### config.mk
export PLATFORM = sky130hd
export DESIGN_NAME = hsr_gmac_init_seq_flat
export DESIGN_NICKNAME = d
export VERILOG_FILES = /design/src/rtl/hsr_gmac_pkg.sv /design/src/rtl/hsr_gmac_init_seq_if.sv /design/src/rtl/hsr_gmac_init_seq.sv /design/src/flat_wrapper.sv
export SDC_FILE = /design/constraint.sdc
export NUM_CORES = 1
export LEC_CHECK = 0
export CORE_UTILIZATION = 30
export DETAILED_ROUTE_END_ITERATION = 12
export HOLD_SLACK_MARGIN = 0.1
export PLACE_DENSITY = 0.68
export SLEW_MARGIN = 0
export SYNTH_ARGS = -nofsm -noshare
export SYNTH_HDL_FRONTEND = slang
export SYNTH_SLANG_ARGS = --single-unit
### constraint.sdc
create_clock -name ACLK -period 3.8 [get_ports ACLK]
set_input_delay 0.57 -clock ACLK [delete_from_list [all_inputs] [get_ports ACLK]]
set_output_delay 0.57 -clock ACLK [all_outputs]
set_load 0.01 [all_outputs]
### src/rtl/hsr_gmac_pkg.sv
// Shared constants, encodings and FSM state type for the HSR GMAC init sequencer.
// Also holds the helper that builds each CSR write payload.
package hsr_gmac_pkg;

  localparam logic [7:0] CsrMacLo  = 8'h00;
  localparam logic [7:0] CsrMacHi  = 8'h04;
  localparam logic [7:0] CsrNodeId = 8'h08;
  localparam logic [7:0] CsrCtrl   = 8'h0C;
  localparam logic [7:0] CsrStatus = 8'h10;

  localparam logic [1:0] RespOkay   = 2'b00;
  localparam logic [1:0] RespSlvErr = 2'b10;

  localparam int unsigned AxiIdWidth = 4;
  localparam logic [1:0]  IdxCtrl    = 2'd3;

  typedef enum logic [1:0] {
    ErrNone    = 2'd0,
    ErrBresp   = 2'd1,
    ErrRresp   = 2'd2,
    ErrTimeout = 2'd3
  } err_code_e;

  typedef enum logic [2:0] {
    StIdle,
    StWrReq,
    StWrResp,
    StRdReq,
    StRdResp,
    StDone,
    StErr
  } state_e;

  // Write index 0..3 maps to MAC_LO, MAC_HI, NODE_ID, CTRL (consecutive words).
  function automatic logic [7:0] csr_offset(input logic [1:0] idx);
    return {4'h0, idx, 2'b00};
  endfunction

  function automatic logic [31:0] csr_wdata(input logic [1:0]  idx,
                                            input logic [47:0] mac,
                                            input logic [7:0]  id,
                                            input logic        hsr_en);
    logic [31:0] data;
    case (idx)
      2'd0:    data = mac[31:0];
      2'd1:    data = {16'h0, mac[47:32]};
      2'd2:    data = {24'h0, id};
      default: data = {30'h0, hsr_en, 1'b1};
    endcase
    return data;
  endfunction

endpackage

### src/rtl/hsr_gmac_init_seq_if.sv
// AXI4 single-beat bus bundle between the init sequencer (master) and the GMAC s_axi port.
interface hsr_gmac_init_seq_if
  import hsr_gmac_pkg::*;
#(
  parameter int unsigned AddrWidth = 32,
  parameter int unsigned DataWidth = 32
);
  logic [AxiIdWidth-1:0]  AWID;
  logic [AddrWidth-1:0]   AWADDR;
  logic [7:0]             AWLEN;
  logic [2:0]             AWSIZE;
  logic [1:0]             AWBURST;
  logic                   AWVALID;
  logic                   AWREADY;
  logic [DataWidth-1:0]   WDATA;
  logic [DataWidth/8-1:0] WSTRB;
  logic                   WLAST;
  logic                   WVALID;
  logic                   WREADY;
  logic [AxiIdWidth-1:0]  BID;
  logic [1:0]             BRESP;
  logic                   BVALID;
  logic                   BREADY;
  logic [AxiIdWidth-1:0]  ARID;
  logic [AddrWidth-1:0]   ARADDR;
  logic [7:0]             ARLEN;
  logic [2:0]             ARSIZE;
  logic [1:0]             ARBURST;
  logic                   ARVALID;
  logic                   ARREADY;
  logic [AxiIdWidth-1:0]  RID;
  logic [DataWidth-1:0]   RDATA;
  logic [1:0]             RRESP;
  logic                   RLAST;
  logic                   RVALID;
  logic                   RREADY;

  modport master (
    output AWID, AWADDR, AWLEN, AWSIZE, AWBURST, AWVALID, WDATA, WSTRB, WLAST, WVALID,
    output BREADY, ARID, ARADDR, ARLEN, ARSIZE, ARBURST, ARVALID, RREADY,
    input  AWREADY, WREADY, BID, BRESP, BVALID, ARREADY, RID, RDATA, RRESP, RLAST, RVALID
  );

  modport slave (
    input  AWID, AWADDR, AWLEN, AWSIZE, AWBURST, AWVALID, WDATA, WSTRB, WLAST, WVALID,
    input  BREADY, ARID, ARADDR, ARLEN, ARSIZE, ARBURST, ARVALID, RREADY,
    output AWREADY, WREADY, BID, BRESP, BVALID, ARREADY, RID, RDATA, RRESP, RLAST, RVALID
  );
endinterface

### src/rtl/hsr_gmac_init_seq.sv
// Standalone GMAC bring-up: writes MAC/ID/CTRL over AXI4, then polls STATUS until ready
// or the poll budget runs out.
module hsr_gmac_init_seq
  import hsr_gmac_pkg::*;
#(
  parameter int unsigned AXI_WIDTH_AD    = 32,
  parameter int unsigned AXI_WIDTH_DA    = 32,
  parameter int unsigned AXI_MST_ID      = 0,
  parameter logic [31:0] ADDR_START_GMAC = 32'h4300_0000,
  parameter bit          HSR_ENABLE      = 1'b1,
  parameter int unsigned POLL_LIMIT      = 1024
) (
  input  logic                       ACLK,
  input  logic                       RESET,
  input  logic                       start,
  input  logic [47:0]                mac_addr,
  input  logic [7:0]                 hsr_id,
  hsr_gmac_init_seq_if.master        axi,
  output logic                       busy,
  output logic                       done,
  output logic                       error,
  output logic [1:0]                 err_code,
  output logic [15:0]                poll_cnt
);

  localparam logic [AXI_WIDTH_AD-1:0] Base = AXI_WIDTH_AD'(ADDR_START_GMAC);

  state_e                  state_q, state_d;
  err_code_e               err_q, err_d;
  logic [1:0]              idx_q, idx_d, idx_nxt;
  logic [15:0]             poll_q, poll_d;
  logic [47:0]             mac_q, mac_d;
  logic [7:0]              id_q, id_d;
  logic [AXI_WIDTH_AD-1:0] awaddr_q, awaddr_d, araddr_q, araddr_d;
  logic [AXI_WIDTH_DA-1:0] wdata_q, wdata_d;
  logic                    aw_done_q, aw_done_d, w_done_q, w_done_d;
  logic                    awvalid, wvalid, aw_hs, w_hs, idle_like;
  logic                    unused_rsp;

  assign idle_like = (state_q == StIdle) || (state_q == StDone) || (state_q == StErr);
  // AW and W drop independently once their own handshake has been seen.
  assign awvalid   = (state_q == StWrReq) && !aw_done_q;
  assign wvalid    = (state_q == StWrReq) && !w_done_q;
  assign aw_hs     = awvalid && axi.AWREADY;
  assign w_hs      = wvalid && axi.WREADY;
  assign idx_nxt   = idx_q + 2'd1;

  always_comb begin
    state_d   = state_q;
    err_d     = err_q;
    idx_d     = idx_q;
    poll_d    = poll_q;
    mac_d     = mac_q;
    id_d      = id_q;
    awaddr_d  = awaddr_q;
    araddr_d  = araddr_q;
    wdata_d   = wdata_q;
    aw_done_d = aw_done_q;
    w_done_d  = w_done_q;
    case (state_q)
      StIdle, StDone, StErr: begin
        if (start) begin
          state_d   = StWrReq;
          err_d     = ErrNone;
          idx_d     = 2'd0;
          poll_d    = 16'd0;
          mac_d     = mac_addr;
          id_d      = hsr_id;
          awaddr_d  = Base + AXI_WIDTH_AD'(csr_offset(2'd0));
          wdata_d   = AXI_WIDTH_DA'(csr_wdata(2'd0, mac_addr, hsr_id, HSR_ENABLE));
          aw_done_d = 1'b0;
          w_done_d  = 1'b0;
        end
      end
      StWrReq: begin
        aw_done_d = aw_done_q || aw_hs;
        w_done_d  = w_done_q || w_hs;
        if (aw_done_d && w_done_d) state_d = StWrResp;
      end
      StWrResp: begin
        if (axi.BVALID) begin
          if (axi.BRESP != RespOkay) begin
            state_d = StErr;
            err_d   = ErrBresp;
          end else if (idx_q == IdxCtrl) begin
            state_d  = StRdReq;
            araddr_d = Base + AXI_WIDTH_AD'(CsrStatus);
          end else begin
            state_d   = StWrReq;
            idx_d     = idx_nxt;
            awaddr_d  = Base + AXI_WIDTH_AD'(csr_offset(idx_nxt));
            wdata_d   = AXI_WIDTH_DA'(csr_wdata(idx_nxt, mac_q, id_q, HSR_ENABLE));
            aw_done_d = 1'b0;
            w_done_d  = 1'b0;
          end
        end
      end
      StRdReq: begin
        if (axi.ARREADY) begin
          poll_d  = poll_q + 16'd1;
          state_d = StRdResp;
        end
      end
      StRdResp: begin
        if (axi.RVALID) begin
          if (axi.RRESP != RespOkay) begin
            state_d = StErr;
            err_d   = ErrRresp;
          end else if (axi.RDATA[0]) begin
            state_d = StDone;
          end else if (poll_q == 16'(POLL_LIMIT)) begin
            state_d = StErr;
            err_d   = ErrTimeout;
          end else begin
            state_d = StRdReq;
          end
        end
      end
      default: state_d = StIdle;
    endcase
  end

  always_ff @(posedge ACLK) begin
    if (RESET) begin
      state_q   <= StIdle;
      err_q     <= ErrNone;
      idx_q     <= 2'd0;
      poll_q    <= 16'd0;
      mac_q     <= 48'd0;
      id_q      <= 8'd0;
      awaddr_q  <= '0;
      araddr_q  <= '0;
      wdata_q   <= '0;
      aw_done_q <= 1'b0;
      w_done_q  <= 1'b0;
    end else begin
      state_q   <= state_d;
      err_q     <= err_d;
      idx_q     <= idx_d;
      poll_q    <= poll_d;
      mac_q     <= mac_d;
      id_q      <= id_d;
      awaddr_q  <= awaddr_d;
      araddr_q  <= araddr_d;
      wdata_q   <= wdata_d;
      aw_done_q <= aw_done_d;
      w_done_q  <= w_done_d;
    end
  end

  assign axi.AWID    = AxiIdWidth'(AXI_MST_ID);
  assign axi.AWADDR  = awaddr_q;
  assign axi.AWLEN   = 8'd0;
  assign axi.AWSIZE  = 3'b010;
  assign axi.AWBURST = 2'b01;
  assign axi.AWVALID = awvalid;
  assign axi.WDATA   = wdata_q;
  assign axi.WSTRB   = '1;
  assign axi.WLAST   = 1'b1;
  assign axi.WVALID  = wvalid;
  assign axi.BREADY  = (state_q == StWrResp);
  assign axi.ARID    = AxiIdWidth'(AXI_MST_ID);
  assign axi.ARADDR  = araddr_q;
  assign axi.ARLEN   = 8'd0;
  assign axi.ARSIZE  = 3'b010;
  assign axi.ARBURST = 2'b01;
  assign axi.ARVALID = (state_q == StRdReq);
  assign axi.RREADY  = (state_q == StRdResp);

  assign busy     = !idle_like;
  assign done     = (state_q == StDone);
  assign error    = (state_q == StErr);
  assign err_code = err_q;
  assign poll_cnt = poll_q;

  // Response IDs, RLAST and the non-ready STATUS bits carry nothing for single-beat use.
  assign unused_rsp = ^{axi.BID, axi.RID, axi.RLAST, axi.RDATA[AXI_WIDTH_DA-1:1]};

endmodule

### src/flat_wrapper.sv
// flat-port wrapper written by rule: the top's interface ports become plain ports
module hsr_gmac_init_seq_flat import hsr_gmac_pkg::*;
#(
  parameter int unsigned AXI_WIDTH_AD    = 32,
  parameter int unsigned AXI_WIDTH_DA    = 32,
  parameter int unsigned AXI_MST_ID      = 0,
  parameter logic [31:0] ADDR_START_GMAC = 32'h4300_0000,
  parameter bit          HSR_ENABLE      = 1'b1,
  parameter int unsigned POLL_LIMIT      = 1024
)
  (ACLK, RESET, start, mac_addr, hsr_id, busy, done, error, err_code, poll_cnt, axi_AWID, axi_AWADDR, axi_AWLEN, axi_AWSIZE, axi_AWBURST, axi_AWVALID, axi_WDATA, axi_WSTRB, axi_WLAST, axi_WVALID, axi_BREADY, axi_ARID, axi_ARADDR, axi_ARLEN, axi_ARSIZE, axi_ARBURST, axi_ARVALID, axi_RREADY, axi_AWREADY, axi_WREADY, axi_BID, axi_BRESP, axi_BVALID, axi_ARREADY, axi_RID, axi_RDATA, axi_RRESP, axi_RLAST, axi_RVALID);
  hsr_gmac_init_seq_if axi_i ();
  input  logic ACLK;
  input  logic RESET;
  input  logic start;
  input  logic [47:0] mac_addr;
  input  logic [7:0] hsr_id;
  output logic busy;
  output logic done;
  output logic error;
  output logic [1:0] err_code;
  output logic [15:0] poll_cnt;
  output wire logic [$bits(axi_i.AWID)-1:0] axi_AWID;
  output wire logic [$bits(axi_i.AWADDR)-1:0] axi_AWADDR;
  output wire logic [$bits(axi_i.AWLEN)-1:0] axi_AWLEN;
  output wire logic [$bits(axi_i.AWSIZE)-1:0] axi_AWSIZE;
  output wire logic [$bits(axi_i.AWBURST)-1:0] axi_AWBURST;
  output wire logic [$bits(axi_i.AWVALID)-1:0] axi_AWVALID;
  output wire logic [$bits(axi_i.WDATA)-1:0] axi_WDATA;
  output wire logic [$bits(axi_i.WSTRB)-1:0] axi_WSTRB;
  output wire logic [$bits(axi_i.WLAST)-1:0] axi_WLAST;
  output wire logic [$bits(axi_i.WVALID)-1:0] axi_WVALID;
  output wire logic [$bits(axi_i.BREADY)-1:0] axi_BREADY;
  output wire logic [$bits(axi_i.ARID)-1:0] axi_ARID;
  output wire logic [$bits(axi_i.ARADDR)-1:0] axi_ARADDR;
  output wire logic [$bits(axi_i.ARLEN)-1:0] axi_ARLEN;
  output wire logic [$bits(axi_i.ARSIZE)-1:0] axi_ARSIZE;
  output wire logic [$bits(axi_i.ARBURST)-1:0] axi_ARBURST;
  output wire logic [$bits(axi_i.ARVALID)-1:0] axi_ARVALID;
  output wire logic [$bits(axi_i.RREADY)-1:0] axi_RREADY;
  input wire logic [$bits(axi_i.AWREADY)-1:0] axi_AWREADY;
  input wire logic [$bits(axi_i.WREADY)-1:0] axi_WREADY;
  input wire logic [$bits(axi_i.BID)-1:0] axi_BID;
  input wire logic [$bits(axi_i.BRESP)-1:0] axi_BRESP;
  input wire logic [$bits(axi_i.BVALID)-1:0] axi_BVALID;
  input wire logic [$bits(axi_i.ARREADY)-1:0] axi_ARREADY;
  input wire logic [$bits(axi_i.RID)-1:0] axi_RID;
  input wire logic [$bits(axi_i.RDATA)-1:0] axi_RDATA;
  input wire logic [$bits(axi_i.RRESP)-1:0] axi_RRESP;
  input wire logic [$bits(axi_i.RLAST)-1:0] axi_RLAST;
  input wire logic [$bits(axi_i.RVALID)-1:0] axi_RVALID;
  assign axi_AWID = axi_i.AWID;
  assign axi_AWADDR = axi_i.AWADDR;
  assign axi_AWLEN = axi_i.AWLEN;
  assign axi_AWSIZE = axi_i.AWSIZE;
  assign axi_AWBURST = axi_i.AWBURST;
  assign axi_AWVALID = axi_i.AWVALID;
  assign axi_WDATA = axi_i.WDATA;
  assign axi_WSTRB = axi_i.WSTRB;
  assign axi_WLAST = axi_i.WLAST;
  assign axi_WVALID = axi_i.WVALID;
  assign axi_BREADY = axi_i.BREADY;
  assign axi_ARID = axi_i.ARID;
  assign axi_ARADDR = axi_i.ARADDR;
  assign axi_ARLEN = axi_i.ARLEN;
  assign axi_ARSIZE = axi_i.ARSIZE;
  assign axi_ARBURST = axi_i.ARBURST;
  assign axi_ARVALID = axi_i.ARVALID;
  assign axi_RREADY = axi_i.RREADY;
  assign axi_i.AWREADY = axi_AWREADY;
  assign axi_i.WREADY = axi_WREADY;
  assign axi_i.BID = axi_BID;
  assign axi_i.BRESP = axi_BRESP;
  assign axi_i.BVALID = axi_BVALID;
  assign axi_i.ARREADY = axi_ARREADY;
  assign axi_i.RID = axi_RID;
  assign axi_i.RDATA = axi_RDATA;
  assign axi_i.RRESP = axi_RRESP;
  assign axi_i.RLAST = axi_RLAST;
  assign axi_i.RVALID = axi_RVALID;
  hsr_gmac_init_seq #(.AXI_WIDTH_AD(AXI_WIDTH_AD), .AXI_WIDTH_DA(AXI_WIDTH_DA), .AXI_MST_ID(AXI_MST_ID), .ADDR_START_GMAC(ADDR_START_GMAC), .HSR_ENABLE(HSR_ENABLE), .POLL_LIMIT(POLL_LIMIT)) u_core (.ACLK(ACLK), .RESET(RESET), .start(start), .mac_addr(mac_addr), .hsr_id(hsr_id), .axi(axi_i), .busy(busy), .done(done), .error(error), .err_code(err_code), .poll_cnt(poll_cnt));
endmodule
Word-level counts from Yosys, hierarchy flattened
Cells that the tools add are included.
- flip-flop bits (word level): 146
- bits of input ports: 109
- output and inout port bits: 161
- add/subtract/negate cells: 3
- eq/ne operators: 20
- multiplexer cells: 43
- bitwise operators: 1
- reduce and logical (&&, ||, !) cells: 28
- operators with widths (cell ; number):
    $mux 32 ; 8
    $pmux 32 s2 ; 2
    $pmux 32 s3 ; 1
    $add 31x4->32 const A ; 1
    $mux 16 ; 2
    $pmux 16 s2 ; 1
    $mux 3 ; 9
    $mux 2 ; 11
    $add 16x1->16 const B ; 1
    $eq 16x11->1 const B ; 1
    $pmux 3 s5 ; 1
    $reduce_and 5->1 ; 3
    $eq 3x3->1 const B ; 3
    $ne 2x1->1 const B ; 4
    $ne 2x2->1 const B ; 4
    $reduce_bool 2->1 ; 4
    $reduce_and 7->1 ; 1
    $eq 3x2->1 const B ; 2
    $pmux 1 s3 ; 2
    $pmux 2 s3 ; 1
    $reduce_bool 3->1 ; 2
    $logic_and 1x1->1 ; 5
    $eq 2x2->1 const B ; 2
    $logic_or 1x1->1 ; 4
    15 further kinds ; 20

Logic depth before layout (Yosys ltp)
Gate-level depths: netlist (run 1).
- word-level depth: 7
- gate-level depth with buffers: 8
- mapped depth without buffers: 7

Worst setup path after synthesis (run 1)
No wires, ideal clock.
- path type: register -> register
- from: register u_core.state_q[1]
- to: register u_core.err_q[1], in the netlist u_core.err_code[1]
- arrival time: 1.619 ns
- path slack: 2.060 ns
- stages on the path, launching flop included: 8
- buffers on the path: 2
- path through: dfxtp_1 buf_4 or3b_1 clkbuf_1 nor3_1 o21ai_0 nand3_1 mux2_2
- cells in the longest elaborated chain, start to end: 4
- ends and longest elaborated chain (what ; line ; source):
    start: declaration ; hsr_gmac_init_seq.sv:28 ; state_e state_q, state_d;
    start signal: assignment ; hsr_gmac_init_seq.sv:125 ; state_q <= StIdle;
    start signal: assignment ; hsr_gmac_init_seq.sv:137 ; state_q <= state_d;
    $eq 3x3->1 or $logic_not 3->1 (tied branches) ; hsr_gmac_init_seq.sv:60 ; case (state_q)
    $reduce_or 3->1 ; hsr_gmac_init_seq.sv:60 ;
    $ne 2x2->1 (no source line) or $reduce_bool 3->1 (tied branches) ; n/a ;
    $reduce_and 7->1 (no source line) ; n/a ;
    end signal: assignment ; hsr_gmac_init_seq.sv:126 ; err_q <= ErrNone;
    end signal: assignment ; hsr_gmac_init_seq.sv:138 ; err_q <= err_d;
    end: declaration ; hsr_gmac_init_seq.sv:29 ; err_code_e err_q, err_d;
Parallel ways exist; a longest one is shown, timed or not.
A chain may end at the register's enable or synchronous reset.

Worst setup path in the final report (run 1)
- from: register u_core.state_q[1]
- to: output port busy
- cells in the longest elaborated chain, start to end: 4
- ends and longest elaborated chain (what ; line ; source):
    $eq 3x3->1 or $logic_not 3->1 (tied branches) ; hsr_gmac_init_seq.sv:40 ; assign idle_like = (state_q == StIdle) || (state_q == StDone) || (state_q == StErr);
    $logic_or 1x1->1 ; hsr_gmac_init_seq.sv:40 ;
    $logic_or 1x1->1 * ; hsr_gmac_init_seq.sv:40 ;
    $logic_not 1->1 * ; hsr_gmac_init_seq.sv:170 ; assign busy = !idle_like;
    end: declaration ; flat_wrapper.sv:18 ; output logic busy;
Mark *: on every way between the ends. The rest lies on a longest branch, timed or not.

==> results.md, run 1 <==
* Skew-Pair Late Insertion Delay at 420 ps
* Via count of the first global-routing pass at 4649
* Area share of the leading cell type in the synthesized netlist at 0.388
* Setup TNS at 0 ps
* Endpoints failing hold at 0
* Synth area leader: dfxtp_1
* Ys async rst share at 0
* Vias per cell at 4.63
* Clock power share at 0.311
* Top cells by count, synth: nand2_1 (137), dfxtp_1 (115), buf_4 (105)
* Largest family of logic cells by synthesized area: compound AO/OA/AOI/OAI gates
* Largest net degree at the start of global routing at 59
* Initial antenna violation count at 0
* Die ar. at 0.0204 mm2
* Leak Pwr at 2.81 nW
* # DRC at 0
* Post-CTS Repair Setup Buffers at 0
* Yosys reg bits at 115
* EDFF count, synth at 0
* Die Wd at 143 um
* CTS Hold Bufs at 0
* Critical path data required time at 3230 ps
* Final Critical Period at 2870 ps
* CP Capture Type: primary output
* ANT nets after route at 0
* Layout cells sized above 1 at 0.0669
* Status: complete, no violations
* Port bufs at 135
* Tcrit/Tclk final at 0.755
* Placed cells at 1100
* Sinks on Clock Net at 115
* Critical path class: flop to primary output
* Syn Std Cell Area at 0.00594 mm2
* Grt ovf at 0
* Final Skew at 11.1 ps
* HPWL after detailed placement at 10400 um
* Top-count cell post-synth: nand2_1
* CP max FO at 24
* Adder and majority cell fraction of the synthesized area at 0.0147
* Maximum clock frequency at 349 MHz
* CTS resizes at 0
* Final design utilization at 0.392
* Core Box Area at 0.0195 mm2
* Height of the die at 143 um
* DRT Pass-1 Iters at 6
* Gpl congestion at 0.819
* Slew @ Worst Pin at 888 ps
* Avg WL per Cell at 13.8 um
* Num CTS Buffers at 17
* Root Driver: clkbuf_16
* Power Dens Cells at 642 mW/mm2
* First-pass GRT wire length at 24500 um
* Top area cells in the synthesized netlist: dfxtp_1 (39%), buf_4 (13%), nand2_1 (8.7%)
* CTS clk-pin slew, worst paths at 60 ps
* HP Class: flop to flop
* P_sw at 0.00178 W
* CTS tree: done
* Rel. slew slack at 0.406
* Final setup viols at 0
* Simple-gate share of the synthesized area at 0.195
* Combinational cell fraction of total power at 0.347
* YS warnings at 0
* P&R area growth vs syn at 28.3%
* RSZ-0062 raised after global routing: no
* Prevailing post-synth register cell: dfxtp_1
* CTS H-tree depth at 4
* Max-Cap Viols at 0
* Clock Tree Buf Depth at 2
* FP Rows at 51
* Syn Inst Count at 752
* 1st-iter DRT viols at 388
* CP Launch Type: flop
* CP arrival at 2300 ps
* Sequential share of power at 0.342
* ANT cells at 0
* Register area share after synthesis at 0.388
* Post-Synth XOR/XNOR Area at 0.0234
* Synth unique cells at 50
* P_int at 0.00311 W
* Mux cell area share after synthesis at 0.00695
* Vias at 5245
* Sw Share at 0.364
* # IOs at 270
* Starting Density at 0.305
* Fill count at 1981
* Fin nets at 970
* IR drop worst, VDD at 0.298 mV
* Synth Area in Compound Gates at 0.196
* Average cell area after synthesis at 7.90 um2
* Post-Layout Cell Count at 1132
* Slew Viols, Final at 0
* Total GRT Usage at 0.156
* Final Routed Wirelength at 15700 um
## flip-flops by register name (all words and copies together) (netlist names)
signal / flops
u_core.mac_q: 48
u_core.err_code: 2
u_core.poll_cnt: 16
u_core.axi.WDATA: 32
u_core.id_q: 8
u_core.aw_done_q: 1
u_core.state_q: 3
u_core.w_done_q: 1
u_core.axi.AWADDR: 2
u_core.axi.ARADDR: 1
u_core.idx_q: 1
## cell usage in the layout (no fill, tap or decap), types with 10 or more instances in the layout
cell type	instances
clkdlybuf4s50_1	134
a22oi_1	11
inv_1	11
nand3_1	25
conb_1	94
nand2_1	137
a311oi_1	16
dfxtp_1	115
nor3_1	26
clkbuf_16	17
nor2_1	61
a21oi_1	89
a211oi_2	10
## layout make-up
type	count	area (um2)	share of cell area
inverter	12	45.0	0.00591
clock inverter	14	129	0.0169
tap	265	332	0.0435
clock buffer	18	429	0.0563
timing repair buffer	144	1430	0.187
multi-input combinational	564	2960	0.388
sequential	115	2300	0.302
## power by group through the flow
stage          sequential, W  combinational [W]  clock [W]
6_report             0.00167            0.00169    0.00152
5_1_grt              0.00171            0.00188    0.00161
4_1_cts              0.00167            0.00171    0.00156
3_5_place_dp         0.00169            0.00170          0
3_3_place_gp         0.00169            0.00168          0
2_1_floorplan        0.00169            0.00113          0
## final timing paths
path	depth (start not counted)	end	startpoint	slack [ps]
setup / recovery	3	busy	u_core.state_q[1]	930
hold / removal	2	u_core.mac_q[2]	u_core.mac_q[2]	450
setup reg to reg	6	u_core.axi.WDATA[2]	u_core.state_q[1]	980
hold reg to reg	2	u_core.mac_q[2]	u_core.mac_q[2]	450
## critical path: stages, from the launching register on
cell and delay (ps):
dfxtp_1 830, xor2_2 210, o21ai_0 260, clkdlybuf4s50_1 580
## stage by stage
| step | cell area, um2 | total power, W | hold slack (ps) | setup slack, ps |
|---|---|---|---|---|
| 2_1_floorplan | 6280 | 0.00283 | 436 | 2060 |
| 3_3_place_gp | 7060 | 0.00337 | 442 | 1010 |
| 3_5_place_dp | 7060 | 0.00340 | 446 | 978 |
| 4_1_cts | 7620 | 0.00494 | 454 | 895 |
| 5_1_grt | 7620 | 0.00520 | 469 | 658 |
| 6_report | 7620 | 0.00489 | 454 | 932 |
## cell families (layout without fill, tap and decap cells)
kind of cell / after synthesis / after routing
XOR/XNOR: 15 / 15
AO/OA/AOI/OAI: 172 / 172
multiplexers: 4 / 4
flip-flops: 115 / 115
AND/OR/NAND/NOR: 272 / 272
other: 2 / 94
adder cells (fa/ha/maj): 7 / 7
buffers and inverters: 165 / 188
## layer usage
metal	vias to the layer above	part of all wire	track usage
li1	2603	-	-
met5	-	0	0
met2	159	0.47	0.251
met4	0	0.012	0.0521
met1	2470	0.46	0.197
met3	13	0.057	0.0469
Power figures use the tool's default switching activity.
==> inputs of run 2 (changes only) <==
==> constraint.sdc (replaced) <==
create_clock -name ACLK -period 2.74 [get_ports ACLK]
set_input_delay 0.411 -clock ACLK [delete_from_list [all_inputs] [get_ports ACLK]]
set_output_delay 0.411 -clock ACLK [all_outputs]
set_load 0.01 [all_outputs]
==> results.md, run 2 (synthesis gave the netlist of run 1 again) <==
* Num CTS Buffers at 17 (unchanged)
* RSZ-0062 raised after global routing: no (unchanged)
* CP Capture Type: primary output (unchanged)
* HPWL after detailed placement at 10300 um (was 10400 um)
* HP Class: input port to flop (was flop to flop)
* Max-Cap Viols at 0 (unchanged)
* P&R area growth vs syn at 30.1% (was 28.3%)
* Post-CTS Repair Setup Buffers at 0 (unchanged)
* Die Wd at 143 um (unchanged)
* Final Routed Wirelength at 15600 um (was 15700 um)
* Final Critical Period at 2540 ps
* Initial antenna violation count at 0 (unchanged)
* CP Cell Sequence: inv_1 -> nor3_1 -> clkdlybuf4s50_1 (was xor2_2 -> o21ai_0 -> clkdlybuf4s50_1)
* Post-Layout Cell Count at 1136 (was 1132)
* GRT met3 Usage at 0.0463 (was 0.0469)
* FP Rows at 51 (unchanged)
* Hold EP: u_core.mac_q[21] (was u_core.mac_q[2])
* Port bufs at 135 (unchanged)
* Met1 usage at 0.193 (was 0.197)
* Worst r2r src: u_core.state_q[2] (was u_core.state_q[1])
* Avg WL per Cell at 13.8 um (about the same)
* Endpoints failing hold at 0 (unchanged)
* Leak Pwr at 2.87 nW (was 2.81 nW)
* Height of the die at 143 um (unchanged)
* Grt ovf at 0 (unchanged)
* Placed cells at 1105 (was 1100)
* CTS resizes at 0 (unchanged)
* Power Dens Cells at 904 mW/mm2 (was 642 mW/mm2)
* Die ar. at 0.0204 mm2 (unchanged)
* Root Driver: clkbuf_16 (unchanged)
* Largest net degree at the start of global routing at 68 (was 59)
* Top reg by flops: u_core.mac_q (unchanged)
* FF-to-FF path depth at 5 (was 6)
* Core Box Area at 0.0195 mm2 (unchanged)
* Multi-input gate area at 0.00296 mm2 (unchanged)
* Clock Tree Buf Depth at 2 (unchanged)
* Skew-Pair Late Insertion Delay at 410 ps (was 420 ps)
* Slew Viols, Final at 0 (unchanged)
* Crit-path max cell delay at 590 ps (was 830 ps)
* R2r setup slk at 660 ps (was 980 ps)
* CP Launch Type: flop (unchanged)
* ANT nets after route at 0 (unchanged)
* Critical path data required time at 2330 ps (was 3230 ps)
* Fin nets at 975 (was 970)
* Reg area at 0.00230 mm2 (unchanged)
* Gr busiest metal: met2 (unchanged)
* Fill count at 2005 (was 1981)
* Starting Density at 0.305 (unchanged)
* Slew @ Worst Pin at 756 ps (was 888 ps)
* Status: complete, no violations (unchanged)
* Most frequent cells in the layout: nand2_1 (137), clkdlybuf4s50_1 (134), dfxtp_1 (115) (unchanged)
* # DRC at 0 (unchanged)
* First-pass GRT wire length at 24600 um (was 24500 um)
* Final setup viols at 0 (unchanged)
* # IOs at 270 (unchanged)
* Setup TNS at 0 ps (unchanged)
* CP max FO at 14 (was 24)
* DRT Pass-1 Iters at 5 (was 6)
* Hold wc startpoint: RESET (was u_core.mac_q[2])
* Sinks on Clock Net at 115 (unchanged)
* ANT cells at 0 (unchanged)
* Total GRT Usage at 0.157 (was 0.156)
* Rel. slew slack at 0.496 (was 0.406)
* Final Skew at 7.16 ps (was 11.1 ps)
* CTS Hold Bufs at 0 (unchanged)
* Reg-to-Reg End: u_core.poll_cnt[9] (was u_core.axi.WDATA[2])
* Worst hold stages at 2 (unchanged)
* Tcrit/Tclk final at 0.928
* Vias per cell at 4.59 (was 4.63)
* Met2 usage in global routing at 0.259 (was 0.251)
* Gpl congestion at 0.843 (was 0.819)
* Vias at 5218 (was 5245)
* 1st-iter DRT viols at 254 (was 388)
* Via count of the first global-routing pass at 4725 (was 4649)
* Maximum clock frequency at 393 MHz
* CP max stage cell: clkdlybuf4s50_1 (was dfxtp_1)
* CTS clk-pin slew, worst paths at 60 ps (about the same)
* Commonest non-fill, non-tap cell in the layout: nand2_1 (unchanged)
* CTS tree: done (unchanged)
* IR drop worst, VDD at 0.423 mV (was 0.298 mV)
* CTS H-tree depth at 4 (unchanged)
* Critical path class: flop to primary output (unchanged)
* Max FFs per register at 48 (unchanged)
* Layout cells sized above 1 at 0.0723 (was 0.0669)
* CP arrival at 2130 ps (was 2300 ps)
run 2: metrics by stage:
| stage | total power (W) | area [um2] | utilization | setup WS [ps] | hold WS (ps) |
|---|---|---|---|---|---|
| floorplan | 0.00392 | 6280 | - | 1000 | 436 |
| global placement | 0.00473 | 7130 | 0.366 | 545 | 441 |
| detailed placement | 0.00477 | 7130 | 0.366 | 511 | 446 |
| CTS | 0.00707 | 7720 | 0.397 | 151 | 416 |
| global route | 0.00744 | 7720 | 0.397 | 13.0 | 438 |
| finish | 0.00698 | 7720 | 0.397 | 197 | 428 |
run 2: worst max-delay path by stage:
stage                       from                 end  slack, ps  depth (start not counted)
4_1_cts        u_core.state_q[2]                done        150                          3
3_5_place_dp               start  u_core.err_code[1]        510                          6
3_3_place_gp               start  u_core.err_code[1]        550                          6
2_1_floorplan  u_core.state_q[1]  u_core.err_code[1]       1000                          7
6_report       u_core.state_q[2]                done        200                          3
5_1_grt        u_core.state_q[2]                done         10                          3
run 2: critical path, delay by kind of cell (launching register included):
kind	cells	cell delay, ps
buffers and inverters	2	830
flip-flops	1	580
AND/OR/NAND/NOR	1	310
run 2: layout make-up:
| type | count | share of cell area |
|---|---|---|
| multi-input combinational | 564 | 0.383 |
| sequential | 115 | 0.298 |
| timing repair buffer | 149 | 0.193 |
| clock buffer | 18 | 0.0569 |
| tap | 265 | 0.0429 |
| clock inverter | 13 | 0.0207 |
| inverter | 12 | 0.00583 |
run 2: layer usage:
metal  vias up  wire length, um
met2       197             7270
met4         0              221
met3        15             1100
met5         -                0
li1       2615                -
met1      2391             7050
run 2: power breakdown:
| group | switching [W] | internal (W) |
|---|---|---|
| combinational | 0.00138 | 0.00105 |
| clock | 0.000815 | 0.00145 |
| sequential | 0.000232 | 0.00206 |
==> variant: new RTL, flow settings as in run 2 <==
`HSR_ENABLE` is set to 1'b1 in 2 places; all go to 1'b0.
--- a/src/rtl/hsr_gmac_init_seq.sv
+++ b/src/rtl/hsr_gmac_init_seq.sv
@@ -7,7 +7,7 @@
   parameter int unsigned AXI_WIDTH_DA    = 32,
   parameter int unsigned AXI_MST_ID      = 0,
   parameter logic [31:0] ADDR_START_GMAC = 32'h4300_0000,
-  parameter bit          HSR_ENABLE      = 1'b1,
+  parameter bit          HSR_ENABLE      = 1'b0,
   parameter int unsigned POLL_LIMIT      = 1024
 ) (
   input  logic                       ACLK,
--- a/src/flat_wrapper.sv
+++ b/src/flat_wrapper.sv
@@ -5,7 +5,7 @@
   parameter int unsigned AXI_WIDTH_DA    = 32,
   parameter int unsigned AXI_MST_ID      = 0,
   parameter logic [31:0] ADDR_START_GMAC = 32'h4300_0000,
-  parameter bit          HSR_ENABLE      = 1'b1,
+  parameter bit          HSR_ENABLE      = 1'b0,
   parameter int unsigned POLL_LIMIT      = 1024
 )
   (ACLK, RESET, start, mac_addr, hsr_id, busy, done, error, err_code, poll_cnt, axi_AWID, axi_AWADDR, axi_AWLEN, axi_AWSIZE, axi_AWBURST, axi_AWVALID, axi_WDATA, axi_WSTRB, axi_WLAST, axi_WVALID, axi_BREADY, axi_ARID, axi_ARADDR, axi_ARLEN, axi_ARSIZE, axi_ARBURST, axi_ARVALID, axi_RREADY, axi_AWREADY, axi_WREADY, axi_BID, axi_BRESP, axi_BVALID, axi_ARREADY, axi_RID, axi_RDATA, axi_RRESP, axi_RLAST, axi_RVALID);
Check against the original RTL: not equivalent (Yosys sat finds a counterexample within 10 cycles, from zero or initial values and one cycle with RESET high).
==> variant against run 2 <==
Sequential cell count unchanged. Wire length rose by 1.3%. Clock power fell by 12%. Critical path depth stayed put. Die area fell by 1.1%. Synthesized cell count fell by 0.13%. Synthesized area shrank 1.1%. Count of clock-buffer cells in the layout up 1. Power fell by 4.6%. Worst setup slack worse by 55 ps. Cell area fell by 1.7%. Critical path type unchanged.
==> variant: results (changes against run 2) <==
- Status: finished, final reports clean (unchanged)
- Routed WL: 15.9 mm (was 15.6 mm)
- HP Class: in2reg (unchanged)
- Synth Area in Adders: 1.49% (was 1.47%)
- Hold_sp: RESET (unchanged)
- Max incr delay on CP: 610 ps (was 590 ps)
- Hold path cells: 2 (unchanged)
- Comb group: 2.39 mW (was 2.43 mW)
- Worst slew margin: 49.0% (was 49.6%)
- Gr usage total: 16.0% (was 15.7%)
- Synth Area in XOR/XNOR: 2.24% (was 2.34%)
- Syn Area/Cell: 7.82 um2 (was 7.90 um2)
- Vias in the first global route: 4637 (was 4725)
- WP data arrival: 2190 ps (was 2130 ps)
- Initial DRC count: 413 (was 254)
- WHS: 361 ps (was 428 ps)
- Most flops, register: u_core.mac_q (unchanged)
- Post-synthesis compound-gate area fraction: 19.0% (was 19.6%)
- WHS Endpoint: u_core.axi.AWADDR[25] (was u_core.mac_q[21])
- Reg2reg end: u_core.err_code[1] (was u_core.poll_cnt[9])
- Placed insts: 1100 (was 1105)
- Clk_skew: 8.31 ps (was 7.16 ps)
- Avg Vias per Cell: 4.66 (was 4.59)
- Largest net degree at the start of global routing: 46 (was 68)
- Vias: 5283 (was 5218)
- Layout cells sized above 1: 6.19% (was 7.23%)
- Top cells by count, synth: nand2_1 (136), dfxtp_1 (115), buf_4 (104), a21oi_1 (88), nor2_1 (62) (was nand2_1 (137), dfxtp_1 (115), buf_4 (105), a21oi_1 (89), nor2_1 (61))
- R2R setup slack: 610 ps (was 660 ps)
- GP Congestion: 0.821 (was 0.843)
- Worst VDD drop: 0.000412 V (was 0.000423 V)
- Nets: 975 (unchanged)
- Post-Place Setup Slack: 453 ps (was 511 ps)
- Initial antenna violation count: 1 (was 0)
- Power Clock: 1.99 mW (was 2.26 mW)
- Post-CTS Setup Bufs: 0 (unchanged)
- First-pass GRT wire length: 24.9 mm (was 24.6 mm)
- Worst Path Max Fanout: 14 (unchanged)
- Drt first pass iters: 7 (was 5)
- HPWL Detailed: 10.8 mm (was 10.3 mm)
- Synth unique cells: 47 (was 50)
- Sequential share of the synthesized area: 39.2% (was 38.8%)
- Switching share of power: 36.1% (was 34.8%)
- Setup ws final: 142 ps (was 197 ps)
- Post-synthesis mux area share: 0.703% (was 0.695%)
- Area contributors post-synth: dfxtp_1 (39%), buf_4 (13%), nand2_1 (8.7%), a21oi_1 (7.5%), nor2_1 (4.0%) (was dfxtp_1 (39%), buf_4 (13%), nand2_1 (8.7%), a21oi_1 (7.5%), nor2_1 (3.9%))
- P_leak: 2.82 nW (was 2.87 nW)
- Power after layout: 6.66 mW (was 6.98 mW)
[variant: stage by stage]
stage / utilization, % / area, um2
floorplan: - / 6220
global placement: 37.2 / 7060
finish: 40.0 / 7590
CTS: 40.0 / 7590
detailed placement: 37.2 / 7060
global route: 40.0 / 7590
[variant: critical path, delay by kind of cell (launching register included)]
kind | cells | cell delay (ps)
buffers and inverters | 2 | 860
flip-flops | 1 | 570
AND/OR/NAND/NOR | 1 | 350
[variant: cell type report]
cell class | instances | area (um2)
inverter | 12 | 45.0
clock buffer | 19 | 443
fill | 1900 | 11400
tap | 260 | 325
sequential | 115 | 2300
clock inverter | 13 | 87.6
antenna | 1 | 2.50
timing repair buffer | 150 | 1490
multi-input combinational | 563 | 2900
[variant: metal layers]
layer  wire length, um  up-vias  track usage [%]
met5                 0        -                0
li1                  -     2621                -
met4               280        0             6.62
met1              6960     2448             20.1
met2              7550      197             25.8
met3              1050       17             3.98
